$ cat config.mk
export PLATFORM = sky130hd
export DESIGN_NAME = addr_gen_seq_flat
export DESIGN_NICKNAME = d
export VERILOG_FILES = /design/src/rtl/addr_gen_if.sv /design/src/rtl/addr_gen_seq.sv /design/src/flat_wrapper.sv
export SDC_FILE = /design/constraint.sdc
export NUM_CORES = 1
export LEC_CHECK = 0
export BUFFER_PORTS_ARGS = -buffer_cell sky130_fd_sc_hd__buf_2
export CAP_MARGIN = 20
export CORE_AREA = 4 4 142 144
export DETAILED_ROUTE_END_ITERATION = 12
export DIE_AREA = 0 0 146 148
export PLACE_DENSITY = 0.69
export SYNTH_ARGS = -nofsm -noshare
export SYNTH_HDL_FRONTEND = slang
export SYNTH_SLANG_ARGS = --single-unit
$ cat constraint.sdc
create_clock -name clk -period 9.2 [get_ports clk]
set_input_delay 0.92 -clock clk [delete_from_list [all_inputs] [get_ports clk]]
set_output_delay 0.92 -clock clk [all_outputs]
set_load 0.01 [all_outputs]
$ cat src/rtl/addr_gen_if.sv
// addr_gen_if: job/config and address-stream bundle for addr_gen_seq.
// ADDR_GEN_SEQ_PERF_EN adds the stall_cnt/issue_cnt performance outputs.
interface addr_gen_if #(parameter int W = 16) ();
    logic         start;
    logic         abort;
    logic [W-1:0] cfg_offset;
    logic [W-1:0] cfg_x_max;
    logic [W-1:0] cfg_x_stride;
    logic [W-1:0] cfg_y_max;
    logic [W-1:0] cfg_y_stride;
    logic [W-1:0] addr_out;
    logic         addr_valid;
    logic         addr_ready;
    logic         addr_last;
    logic         busy;
    logic         done;
`ifdef ADDR_GEN_SEQ_PERF_EN
    logic [W-1:0] stall_cnt;
    logic [W-1:0] issue_cnt;
    modport master (
        output start, abort, cfg_offset, cfg_x_max, cfg_x_stride, cfg_y_max, cfg_y_stride, addr_ready,
        input  addr_out, addr_valid, addr_last, busy, done, stall_cnt, issue_cnt
    );
    modport slave (
        input  start, abort, cfg_offset, cfg_x_max, cfg_x_stride, cfg_y_max, cfg_y_stride, addr_ready,
        output addr_out, addr_valid, addr_last, busy, done, stall_cnt, issue_cnt
    );
`else
    modport master (
        output start, abort, cfg_offset, cfg_x_max, cfg_x_stride, cfg_y_max, cfg_y_stride, addr_ready,
        input  addr_out, addr_valid, addr_last, busy, done
    );
    modport slave (
        input  start, abort, cfg_offset, cfg_x_max, cfg_x_stride, cfg_y_max, cfg_y_stride, addr_ready,
        output addr_out, addr_valid, addr_last, busy, done
    );
`endif
endinterface

$ cat src/rtl/addr_gen_seq.sv
// addr_gen_seq: nested 2-D affine address sequencer (addr = offset + x*xs + y*ys, x fastest).
// Optional ADDR_GEN_SEQ_PERF_EN adds saturating stall/issue counters.
module addr_gen_seq #(
    parameter int W = 16
) (
    input logic        clk,
    input logic        rst_n,
    addr_gen_if.slave  bus
);
    localparam logic [1:0] IDLE = 2'd0;
    localparam logic [1:0] RUN  = 2'd1;
    localparam logic [1:0] DONE = 2'd2;
    localparam logic [W-1:0] ONE = W'(1);

    logic [1:0]   state;
    logic [W-1:0] x, y, x_max, x_stride, y_max, y_stride, row_base, addr;
    logic         valid, last;
    logic         hs, go, x_end, y_end;
    logic [W-1:0] x_nx, y_nx;

    assign hs    = valid && bus.addr_ready;
    assign go    = state == IDLE && bus.start && !bus.abort;
    assign x_end = x == x_max - ONE;
    assign y_end = y == y_max - ONE;
    assign x_nx  = x + ONE;
    assign y_nx  = y + ONE;

    // row_base tracks the first address of the current row so a row wrap
    // needs only one add instead of undoing the inner-loop strides.
    always_ff @(posedge clk or negedge rst_n) begin
        if (!rst_n) begin
            state    <= IDLE;
            x        <= '0;
            y        <= '0;
            x_max    <= '0;
            x_stride <= '0;
            y_max    <= '0;
            y_stride <= '0;
            row_base <= '0;
            addr     <= '0;
            valid    <= 1'b0;
            last     <= 1'b0;
        end else if (bus.abort && state != IDLE) begin
            state <= IDLE;
            valid <= 1'b0;
            last  <= 1'b0;
        end else begin
            case (state)
                IDLE: if (go) begin
                    x_max    <= bus.cfg_x_max;
                    x_stride <= bus.cfg_x_stride;
                    y_max    <= bus.cfg_y_max;
                    y_stride <= bus.cfg_y_stride;
                    x        <= '0;
                    y        <= '0;
                    addr     <= bus.cfg_offset;
                    row_base <= bus.cfg_offset;
                    state    <= (bus.cfg_x_max == '0 || bus.cfg_y_max == '0) ? DONE : RUN;
                    valid    <= bus.cfg_x_max != '0 && bus.cfg_y_max != '0;
                    last     <= bus.cfg_x_max == ONE && bus.cfg_y_max == ONE;
                end
                RUN: if (hs) begin
                    if (!x_end) begin
                        x    <= x_nx;
                        addr <= addr + x_stride;
                        last <= x_nx == x_max - ONE && y_end;
                    end else if (!y_end) begin
                        x        <= '0;
                        y        <= y_nx;
                        addr     <= row_base + y_stride;
                        row_base <= row_base + y_stride;
                        last     <= x_max == ONE && y_nx == y_max - ONE;
                    end else begin
                        valid <= 1'b0;
                        last  <= 1'b0;
                        state <= DONE;
                    end
                end
                default: state <= IDLE;
            endcase
        end
    end

    assign bus.addr_out   = addr;
    assign bus.addr_valid = valid;
    assign bus.addr_last  = last;
    assign bus.busy       = state != IDLE;
    assign bus.done       = state == DONE;

`ifdef ADDR_GEN_SEQ_PERF_EN
    logic [W-1:0] stall_cnt, issue_cnt;
    always_ff @(posedge clk or negedge rst_n) begin
        if (!rst_n) begin
            stall_cnt <= '0;
            issue_cnt <= '0;
        end else if (go) begin
            stall_cnt <= '0;
            issue_cnt <= '0;
        end else begin
            if (state == RUN && valid && !bus.addr_ready && stall_cnt != '1) stall_cnt <= stall_cnt + ONE;
            if (state == RUN && hs && issue_cnt != '1) issue_cnt <= issue_cnt + ONE;
        end
    end
    assign bus.stall_cnt = stall_cnt;
    assign bus.issue_cnt = issue_cnt;
`endif
endmodule

$ cat src/flat_wrapper.sv
// flat-port wrapper written by rule: the top's interface ports become plain ports
module addr_gen_seq_flat 
#(
    parameter int W = 16
)
  (clk, rst_n, bus_start, bus_abort, bus_cfg_offset, bus_cfg_x_max, bus_cfg_x_stride, bus_cfg_y_max, bus_cfg_y_stride, bus_addr_ready, bus_addr_out, bus_addr_valid, bus_addr_last, bus_busy, bus_done);
  addr_gen_if #(.W(W)) bus_i ();
  input logic clk;
  input logic rst_n;
  input wire logic [$bits(bus_i.start)-1:0] bus_start;
  input wire logic [$bits(bus_i.abort)-1:0] bus_abort;
  input wire logic [$bits(bus_i.cfg_offset)-1:0] bus_cfg_offset;
  input wire logic [$bits(bus_i.cfg_x_max)-1:0] bus_cfg_x_max;
  input wire logic [$bits(bus_i.cfg_x_stride)-1:0] bus_cfg_x_stride;
  input wire logic [$bits(bus_i.cfg_y_max)-1:0] bus_cfg_y_max;
  input wire logic [$bits(bus_i.cfg_y_stride)-1:0] bus_cfg_y_stride;
  input wire logic [$bits(bus_i.addr_ready)-1:0] bus_addr_ready;
  output wire logic [$bits(bus_i.addr_out)-1:0] bus_addr_out;
  output wire logic [$bits(bus_i.addr_valid)-1:0] bus_addr_valid;
  output wire logic [$bits(bus_i.addr_last)-1:0] bus_addr_last;
  output wire logic [$bits(bus_i.busy)-1:0] bus_busy;
  output wire logic [$bits(bus_i.done)-1:0] bus_done;
  assign bus_i.start = bus_start;
  assign bus_i.abort = bus_abort;
  assign bus_i.cfg_offset = bus_cfg_offset;
  assign bus_i.cfg_x_max = bus_cfg_x_max;
  assign bus_i.cfg_x_stride = bus_cfg_x_stride;
  assign bus_i.cfg_y_max = bus_cfg_y_max;
  assign bus_i.cfg_y_stride = bus_cfg_y_stride;
  assign bus_i.addr_ready = bus_addr_ready;
  assign bus_addr_out = bus_i.addr_out;
  assign bus_addr_valid = bus_i.addr_valid;
  assign bus_addr_last = bus_i.addr_last;
  assign bus_busy = bus_i.busy;
  assign bus_done = bus_i.done;
  addr_gen_seq #(.W(W)) u_core (.clk(clk), .rst_n(rst_n), .bus(bus_i));
endmodule
==> impl_table.tex, run 1 <==
\begin{tabular}{lr}
\hline
Metric & Value \\
\hline
\multicolumn{2}{l}{\textbf{Synth}} \\
Netlist area before placement & 9280 um\^{}2 \\
Async set-reset flop share out of synthesis & 1.00 \\
Main synth FF type & sky130\_fd\_sc\_hd\_\_dfrtp\_1 \\
Synth warnings & 0 \\
Unique cell type count in the Yosys netlist & 74 \\
Most frequently used cell type in the post-synthesis netlist & sky130\_fd\_sc\_hd\_\_nand2\_1 \\
Post-Synthesis Cells & 1,115 \\
Post-synthesis sequential area ratio & 0.356 \\
Synthesized area per cell & 8.32 um\^{}2 \\
Number of nets in the synthesized netlist & 1,237 \\
Leading cell types by total area after synthesis & sky130\_fd\_sc\_hd\_\_dfrtp\_1 36\%, sky130\_fd\_sc\_hd\_\_nand2\_1 9.7\%, sky130\_fd\_sc\_hd\_\_xnor2\_1 5.8\% \\
Cell taking the most area after synthesis & sky130\_fd\_sc\_hd\_\_dfrtp\_1 \\
Most frequent cells after synthesis & 239 x sky130\_fd\_sc\_hd\_\_nand2\_1, 132 x sky130\_fd\_sc\_hd\_\_dfrtp\_1, 78 x sky130\_fd\_sc\_hd\_\_o21ai\_0 \\
EDFF count, synth & 0 \\
Share of the synthesized area in the top cell type & 0.356 \\
\#FFs+latches synth & 132 \\
\multicolumn{2}{l}{\textbf{Route}} \\
Detailed-route DRC error count & 0 \\
Violation count after the first detailed-routing iteration & 668 \\
DR vias/cell & 5.87 \\
Detailed Route WL & 25.3 mm \\
Antenna viol nets, final & 0 \\
DR vias & 8,415 \\
Pre-antenna DRT Iters & 5 \\
Per-cell routed wire length & 17.6 um \\
\multicolumn{2}{l}{\textbf{GRT}} \\
Antenna violations before repair & 0 \\
Vias in the first global route & 8,211 \\
First-pass GRT wire length & 41.8 mm \\
Total gr overflow & 0 \\
Largest net degree at the start of global routing & 80 \\
GR Util All Layers & 0.237 \\
\multicolumn{2}{l}{\textbf{Worst setup path}} \\
Most common cell type on the critical path & sky130\_fd\_sc\_hd\_\_or4\_1 \\
Terminus of the critical flop-to-flop path & u\_core.y[15] \\
Critical-path maximum fanout & 34 \\
Required time of the critical path & 9.57 ns \\
Crit path from & u\_core.x\_max[3] \\
Largest stage delay on the critical path & 0.85 ns \\
Cell-by-cell listing of the critical path & or4\_1 > nor3\_4 > nand4b\_1 > a2111oi\_0 > and4b\_1 > and2b\_1 > o22ai\_2 > buf\_4 > or4\_1 > nand2\_1 \\
Reg-to-reg setup timing slack & 4.47 ns \\
CP max stage cell & sky130\_fd\_sc\_hd\_\_or4\_1 \\
Arrival time worst endpoint & 5.10 ns \\
Critical Path Start Type & flop \\
Worst R2R Start & u\_core.x\_max[3] \\
Number of cells on the worst reg-to-reg path & 10 \\
Category of the most critical setup path & flop to flop \\
Critical path capture point type & flop \\
\multicolumn{2}{l}{\textbf{Die}} \\
Floorplan die area & 21,600 um\^{}2 \\
Core outline area & 18,700 um\^{}2 \\
Starting density of the core & 0.496 \\
Number of rows created at floorplan & 50 \\
Die height & 148 um \\
Floorplan die width & 146 um \\
\# IOs & 105 \\
\multicolumn{2}{l}{\textbf{Cells and area}} \\
Non-filler instance count after layout & 1,434 \\
Number of antenna repair diodes & 0 \\
Net count of the finished layout & 1,309 \\
Relative area change from synthesis to final layout & 13.4\% \\
Fraction of final layout cells sized beyond drive strength 1 & 0.150 \\
Fill cell instance count of the final layout & 1,731 \\
\multicolumn{2}{l}{\textbf{Placed design}} \\
HPWL reported at the end of detailed placement & 18.4 mm \\
Number of buffers inserted by port buffering & 104 \\
Final Wtd Congestion & 0.953 \\
Post-Place Cells & 1,402 \\
\multicolumn{2}{l}{\textbf{Clock tree}} \\
Clk\_lat worst skew & 0.43 ns \\
Post-CTS Repair Setup Buffers & 0 \\
Clock tree from TritonCTS & yes \\
CTS Hold Bufs & 0 \\
Clock slew seen by the registers of the worst setup and hold paths & 0.06 ns \\
Total of cells resized after clock tree synthesis & 0 \\
CTS Root Buffer Type & sky130\_fd\_sc\_hd\_\_clkbuf\_16 \\
Number of clock sinks & 132 \\
Number of H-tree levels & 4 \\
Buffers from clock root to sink, at most & 2 \\
Total clock buffers created by CTS & 17 \\
\multicolumn{2}{l}{\textbf{Timing}} \\
Worst clock skew on the final layout & 0.00939 ns \\
Achievable frequency & 0.212 GHz \\
Worst-Margin Slew & 1.03 ns \\
Setup repair after global routing missed its margin & false \\
Worst hold slack & 0.479 ns \\
Min Clock Period, post-route & 4.73 ns \\
Setup TNS & 0 ns \\
Remaining max-slew budget at the tightest pin & 0.307 \\
Final worst-path cycle share & 0.514 \\
Pins over their slew limit & 0 \\
Setup violations, final & 0 \\
Final hold violation count & 0 \\
\multicolumn{2}{l}{\textbf{Status}} \\
Outcome & finished, final reports clean \\
\multicolumn{2}{l}{\textbf{Hold path}} \\
Min-delay worst type & flop to flop \\
Cell count of the worst hold path & 2 \\
Worst hold path endpoint & u\_core.y\_stride[7] \\
Startpoint of the tightest hold check path & u\_core.y\_stride[7] \\
\multicolumn{2}{l}{\textbf{Power}} \\
Areal power density over the cells & 242 nW/um\^{}2 \\
Max VDD drop & 0.153 mV \\
Static leakage & 4.79 nW \\
\multicolumn{2}{l}{\textbf{Flow run}} \\
Count of max-cap constraint violations & 0 \\
\hline
\end{tabular}
## placed cells by master (no fill, tap or decap), types with 10 or more instances in the layout
cell type                     n
sky130_fd_sc_hd__a31oi_1     10
sky130_fd_sc_hd__xor2_1      37
sky130_fd_sc_hd__mux2_2      14
sky130_fd_sc_hd__o21ai_0     78
sky130_fd_sc_hd__nand3_1     30
sky130_fd_sc_hd__nand2b_1    18
sky130_fd_sc_hd__clkbuf_16   17
sky130_fd_sc_hd__inv_1       17
sky130_fd_sc_hd__buf_2      103
sky130_fd_sc_hd__or4_1       10
sky130_fd_sc_hd__a21o_1      10
sky130_fd_sc_hd__nand2_1    239
sky130_fd_sc_hd__nor3_1      28
sky130_fd_sc_hd__nor2b_1     11
sky130_fd_sc_hd__xnor2_1     61
sky130_fd_sc_hd__nor2_1      67
sky130_fd_sc_hd__nor4_1      28
sky130_fd_sc_hd__dfrtp_1    132
sky130_fd_sc_hd__nand4_1     13
sky130_fd_sc_hd__a211oi_1    13
sky130_fd_sc_hd__o31ai_1     18
sky130_fd_sc_hd__and2_1      15
sky130_fd_sc_hd__mux2i_1     13
sky130_fd_sc_hd__ha_1        35
sky130_fd_sc_hd__a21oi_1     34
## worst max-delay path by stage
stage / endpoint / cells past startpoint
floorplan: u_core.y[15] / 13
global placement: u_core.y[15] / 10
detailed placement: u_core.y[15] / 10
global route: u_core.y[15] / 10
finish: u_core.y[15] / 10
CTS: u_core.y[15] / 10
## power by group
part,internal [mW],switching (mW)
logic,0.447,0.572
clock network,0.405,0.290
registers,0.696,0.130
total,1.55,0.993
## stage by stage
stage | total power, mW | util | setup slack, ns | instance area [um^2]
final | 2.54 | 0.563 | 4.47 | 10500
after global routing | 2.71 | 0.563 | 4.03 | 10500
after CTS | 2.55 | 0.563 | 4.52 | 10500
after detailed placement | 1.84 | 0.531 | 4.56 | 9930
after global placement | 1.82 | 0.531 | 4.59 | 9930
after floorplan | 1.56 | - | 6.06 | 9280
## registers in the layout (all words and copies together) (netlist names)
name / count
u_core.bus.addr_out: 16
u_core.row_base: 16
u_core.x: 16
u_core.x_max: 16
u_core.x_stride: 16
u_core.y: 16
u_core.y_max: 16
u_core.y_stride: 16
u_core.state: 2
u_core.bus.addr_last: 1
u_core.bus.addr_valid: 1
## final cells by class
type / instances / area, um^2 / area share
multi-input combinational: 907 / 5680 / 0.540
sequential: 132 / 3300 / 0.314
timing repair buffer: 112 / 587 / 0.0558
clock buffer: 17 / 425 / 0.0404
tap: 234 / 293 / 0.0278
clock inverter: 15 / 170 / 0.0162
inverter: 17 / 63.8 / 0.00606
## worst max-delay path: cells and delay by family (launching register included)
kind	cells	cell delay, ns
flops	1	0.44
compound gates	2	0.70
simple gates	7	3.16
buf+inv	1	0.34
## kinds of logic after synthesis
logic type | after synthesis | share of synthesized area
AOI/OAI and AO/OA | 225 | 0.156
xor gates and xnor gates | 103 | 0.105
adders and majority gates | 37 | 0.0515
buffers and inverters | 76 | 0.0333
DFF | 132 | 0.356
muxes | 27 | 0.0310
and+or+nand+nor | 515 | 0.267
## per-layer routing
metal	routed length, um	GRT usage
met3	1470	0.0487
met5	0	0
met4	363	0.0555
met2	11900	0.385
met1	11600	0.329
Note: power is estimated with default switching activity, not from simulation.
==> run 2, diff against run 1 <==
--- a/config.mk
+++ b/config.mk
@@ -10,7 +10,7 @@
 export CORE_AREA = 4 4 142 144
 export DETAILED_ROUTE_END_ITERATION = 12
 export DIE_AREA = 0 0 146 148
-export PLACE_DENSITY = 0.69
+export PLACE_DENSITY = 0.71
 export SYNTH_ARGS = -nofsm -noshare
 export SYNTH_HDL_FRONTEND = slang
 export SYNTH_SLANG_ARGS = --single-unit
==> constraint.sdc (replaced) <==
create_clock -name clk -period 4.1 [get_ports clk]
set_input_delay 0.41 -clock clk [delete_from_list [all_inputs] [get_ports clk]]
set_output_delay 0.41 -clock clk [all_outputs]
set_load 0.01 [all_outputs]
==> run 2 against run 1 <==
Effect of this change:
- via count fell by 0.49%
- flip-flop and latch count did not move
- maximum frequency rose by 29%
- first-iteration DRC count fell by 6.1%
- highest routed layer is now met5
- utilization rose by 0.72 points
- sequential power rose by 120%
==> impl_table.tex, run 2 (synthesized netlist as in run 1, its figures left out) <==
\begin{tabular}{lr}
\hline
Metric & Value \\
\hline
\multicolumn{2}{l}{\textbf{Status}} \\
Outcome & finished, final reports clean (unchanged) \\
\multicolumn{2}{l}{\textbf{GRT}} \\
Total gr overflow & 0 (unchanged) \\
First-pass GRT wire length & 41.4 mm (was 41.8 mm) \\
Vias in the first global route & 7,975 (was 8,211) \\
Largest net degree at the start of global routing & 112 (was 80) \\
Antenna violations before repair & 1 (was 0) \\
GR Util All Layers & 0.236 (was 0.237) \\
\multicolumn{2}{l}{\textbf{Worst setup path}} \\
Critical path capture point type & flop (unchanged) \\
Critical-path maximum fanout & 26 (was 34) \\
Critical Path Start Type & flop (unchanged) \\
Category of the most critical setup path & flop to flop (unchanged) \\
Required time of the critical path & 4.41 ns (was 9.57 ns) \\
Number of cells on the worst reg-to-reg path & 11 (was 10) \\
Terminus of the critical flop-to-flop path & u\_core.x[12] (was u\_core.y[15]) \\
Reg-to-reg setup timing slack & 0.45 ns (was 4.47 ns) \\
Worst R2R Start & u\_core.x\_max[0] (was u\_core.x\_max[3]) \\
Arrival time worst endpoint & 3.96 ns (was 5.10 ns) \\
\multicolumn{2}{l}{\textbf{Timing}} \\
Worst-Margin Slew & 0.880 ns (was 1.03 ns) \\
Setup repair after global routing missed its margin & false (unchanged) \\
Min Clock Period, post-route & 3.65 ns (was 4.73 ns) \\
Remaining max-slew budget at the tightest pin & 0.406 (was 0.307) \\
Setup violations, final & 0 (unchanged) \\
Worst clock skew on the final layout & 0.0126 ns (was 0.00939 ns) \\
Final worst-path cycle share & 0.891 (was 0.514) \\
Achievable frequency & 0.274 GHz (was 0.212 GHz) \\
Setup TNS & 0 ns (unchanged) \\
Final WS setup & 0.448 ns (was 4.47 ns) \\
Pins over their slew limit & 0 (unchanged) \\
Final hold violation count & 0 (unchanged) \\
\multicolumn{2}{l}{\textbf{Power}} \\
Switching power & 2.24 mW (was 0.993 mW) \\
Max VDD drop & 0.324 mV (was 0.153 mV) \\
Sequential group share of total power & 0.325 (about the same) \\
Areal power density over the cells & 534 nW/um\^{}2 (was 242 nW/um\^{}2) \\
Static leakage & 4.87 nW (was 4.79 nW) \\
Part of the power in the clock network & 0.268 (was 0.274) \\
Internal power & 3.45 mW (was 1.55 mW) \\
Proportion of total power due to net switching & 0.393 (was 0.391) \\
Total power & 5.69 mW (was 2.54 mW) \\
Part of the total power dissipated in combinational logic & 0.407 (was 0.401) \\
\multicolumn{2}{l}{\textbf{Placed design}} \\
Post-Place Cells & 1,415 (was 1,402) \\
Number of buffers inserted by port buffering & 104 (unchanged) \\
Final Wtd Congestion & 0.920 (was 0.953) \\
Worst setup slack after placement & 0.487 ns (was 4.56 ns) \\
Placed cell area & 10,000 um\^{}2 (was 9930 um\^{}2) \\
HPWL reported at the end of detailed placement & 18.8 mm (was 18.4 mm) \\
\multicolumn{2}{l}{\textbf{Cells and area}} \\
Reg area & 3300 um\^{}2 (unchanged) \\
Net count of the finished layout & 1,324 (was 1,309) \\
Fill cell instance count of the final layout & 1,709 (was 1,731) \\
Area of the multi-input gates & 5680 um\^{}2 (unchanged) \\
Final instance area & 10,700 um\^{}2 (was 10,500 um\^{}2) \\
Relative area change from synthesis to final layout & 14.8\% (was 13.4\%) \\
Fraction of final layout cells sized beyond drive strength 1 & 0.160 (was 0.150) \\
Most common cell after layout, fill and taps aside & sky130\_fd\_sc\_hd\_\_nand2\_1 (unchanged) \\
Non-filler instance count after layout & 1,449 (was 1,434) \\
Leading cell types in the layout, fill and taps excluded & 239 x sky130\_fd\_sc\_hd\_\_nand2\_1, 132 x sky130\_fd\_sc\_hd\_\_dfrtp\_1, 103 x sky130\_fd\_sc\_hd\_\_buf\_2, 78 x sky130\_fd\_sc\_hd\_\_o21ai\_0, 67 x sky130\_fd\_sc\_hd\_\_nor2\_1 (unchanged) \\
Number of antenna repair diodes & 0 (unchanged) \\
\multicolumn{2}{l}{\textbf{Die}} \\
Number of rows created at floorplan & 50 (unchanged) \\
Starting density of the core & 0.496 (unchanged) \\
\# IOs & 105 (unchanged) \\
Die height & 148 um (unchanged) \\
Floorplan die area & 21,600 um\^{}2 (unchanged) \\
Floorplan die width & 146 um (unchanged) \\
Core outline area & 18,700 um\^{}2 (unchanged) \\
\multicolumn{2}{l}{\textbf{Clock tree}} \\
Clock tree from TritonCTS & yes (unchanged) \\
Number of H-tree levels & 4 (unchanged) \\
Total clock buffers created by CTS & 17 (unchanged) \\
Clock slew seen by the registers of the worst setup and hold paths & 0.07 ns (was 0.06 ns) \\
Buffers from clock root to sink, at most & 2 (unchanged) \\
Total of cells resized after clock tree synthesis & 0 (unchanged) \\
Clk\_lat worst skew & 0.42 ns (was 0.43 ns) \\
CTS Root Buffer Type & sky130\_fd\_sc\_hd\_\_clkbuf\_16 (unchanged) \\
Number of clock sinks & 132 (unchanged) \\
\multicolumn{2}{l}{\textbf{Route}} \\
Top metal layer carrying routed signals & met5 (was met4) \\
Antenna viol nets, final & 0 (unchanged) \\
Pre-antenna DRT Iters & 5 (unchanged) \\
Detailed-route DRC error count & 0 (unchanged) \\
Met1 wire length & 11.8 mm (was 11.6 mm) \\
Met3 routed wirelength & 1.36 mm (was 1.47 mm) \\
Sum of met2 wire segment lengths after detailed routing & 11.9 mm (about the same) \\
Violation count after the first detailed-routing iteration & 627 (was 668) \\
Per-cell routed wire length & 17.6 um (about the same) \\
Detailed Route WL & 25.4 mm (was 25.3 mm) \\
DR vias & 8,374 (was 8,415) \\
DR vias/cell & 5.78 (was 5.87) \\
\multicolumn{2}{l}{\textbf{Flow run}} \\
Count of max-cap constraint violations & 0 (unchanged) \\
\multicolumn{2}{l}{\textbf{Hold path}} \\
Cell count of the worst hold path & 3 (was 2) \\
Worst hold path endpoint & u\_core.y\_stride[13] (was u\_core.y\_stride[7]) \\
Startpoint of the tightest hold check path & bus\_cfg\_y\_stride[13] (was u\_core.y\_stride[7]) \\
Min-delay worst type & input port to flop (was flop to flop) \\
\hline
\end{tabular}
-- run 2: cell types whose count changed in the layout (fill, tap and decap cells not counted) --
cell	previous run	this run
sky130_fd_sc_hd__clkbuf_8	0	1
sky130_fd_sc_hd__dlygate4sd3_1	0	1
sky130_fd_sc_hd__buf_4	8	20
sky130_fd_sc_hd__buf_16	0	1
sky130_fd_sc_hd__bufinv_16	2	1
sky130_fd_sc_hd__clkinv_2	1	0
sky130_fd_sc_hd__buf_12	0	1
sky130_fd_sc_hd__clkinv_4	3	4
-- run 2: worst max path at each step --
stage,slack (ns),from,endpoint
floorplan,0.96,u_core.y_max[0],u_core.y[15]
CTS,0.48,u_core.x_max[0],u_core.y[15]
detailed placement,0.49,u_core.x_max[0],u_core.y[15]
global route,0.04,u_core.x_max[0],u_core.y[15]
finish,0.45,u_core.x_max[0],u_core.x[12]
global placement,0.56,u_core.x_max[8],u_core.y[15]
-- run 2: cell type report --
cell class | instances | share of cell area
repair buffers | 127 | 0.0689
inverters | 17 | 0.00599
clock buffers | 18 | 0.0412
well taps | 234 | 0.0275
flip-flops and latches | 132 | 0.310
multi-input cells | 907 | 0.533
clock inverters | 14 | 0.0135
-- run 2: critical path, stage by stage, from the launching register on --
cell	delay, ns
sky130_fd_sc_hd__dfrtp_1	0.43
sky130_fd_sc_hd__inv_1	0.09
sky130_fd_sc_hd__ha_1	0.30
sky130_fd_sc_hd__or3b_2	0.53
sky130_fd_sc_hd__nor4_1	0.29
sky130_fd_sc_hd__xnor2_1	0.19
sky130_fd_sc_hd__a2111oi_0	0.27
sky130_fd_sc_hd__and4b_1	0.42
sky130_fd_sc_hd__a31o_2	0.57
sky130_fd_sc_hd__nor3_1	0.15
sky130_fd_sc_hd__xnor2_1	0.15
sky130_fd_sc_hd__and2_1	0.15
-- run 2: metrics by stage --
stage / utilization / hold WS, ns
global placement: 0.537 / 0.464
floorplan: - / 0.114
detailed placement: 0.537 / 0.468
global route: 0.570 / 0.167
finish: 0.570 / 0.168
CTS: 0.568 / 0.159
-- run 2: metal layers --
metal  global-route usage  vias up
met5                    0        -
met4               0.0597        2
met3               0.0405       40
met2                0.386      252
met1                0.328     3935
li1                     -     4145
-- run 2: repair_timing --
item | CTS | global route
setup endpoints to repair | 0 | 0
hold buffers | 0 | 1
hold endpoints to repair | 0 | 22
setup buffers | 0 | 0
-- run 2: power groups by stage --
stage / combinational [mW] / clock (mW) / sequential [mW]
5_1_grt: 2.58 / 1.61 / 1.89
2_1_floorplan: 1.73 / 0 / 1.77
4_1_cts: 2.32 / 1.55 / 1.85
3_3_place_gp: 2.25 / 0 / 1.87
3_5_place_dp: 2.29 / 0 / 1.87
6_report: 2.32 / 1.52 / 1.85
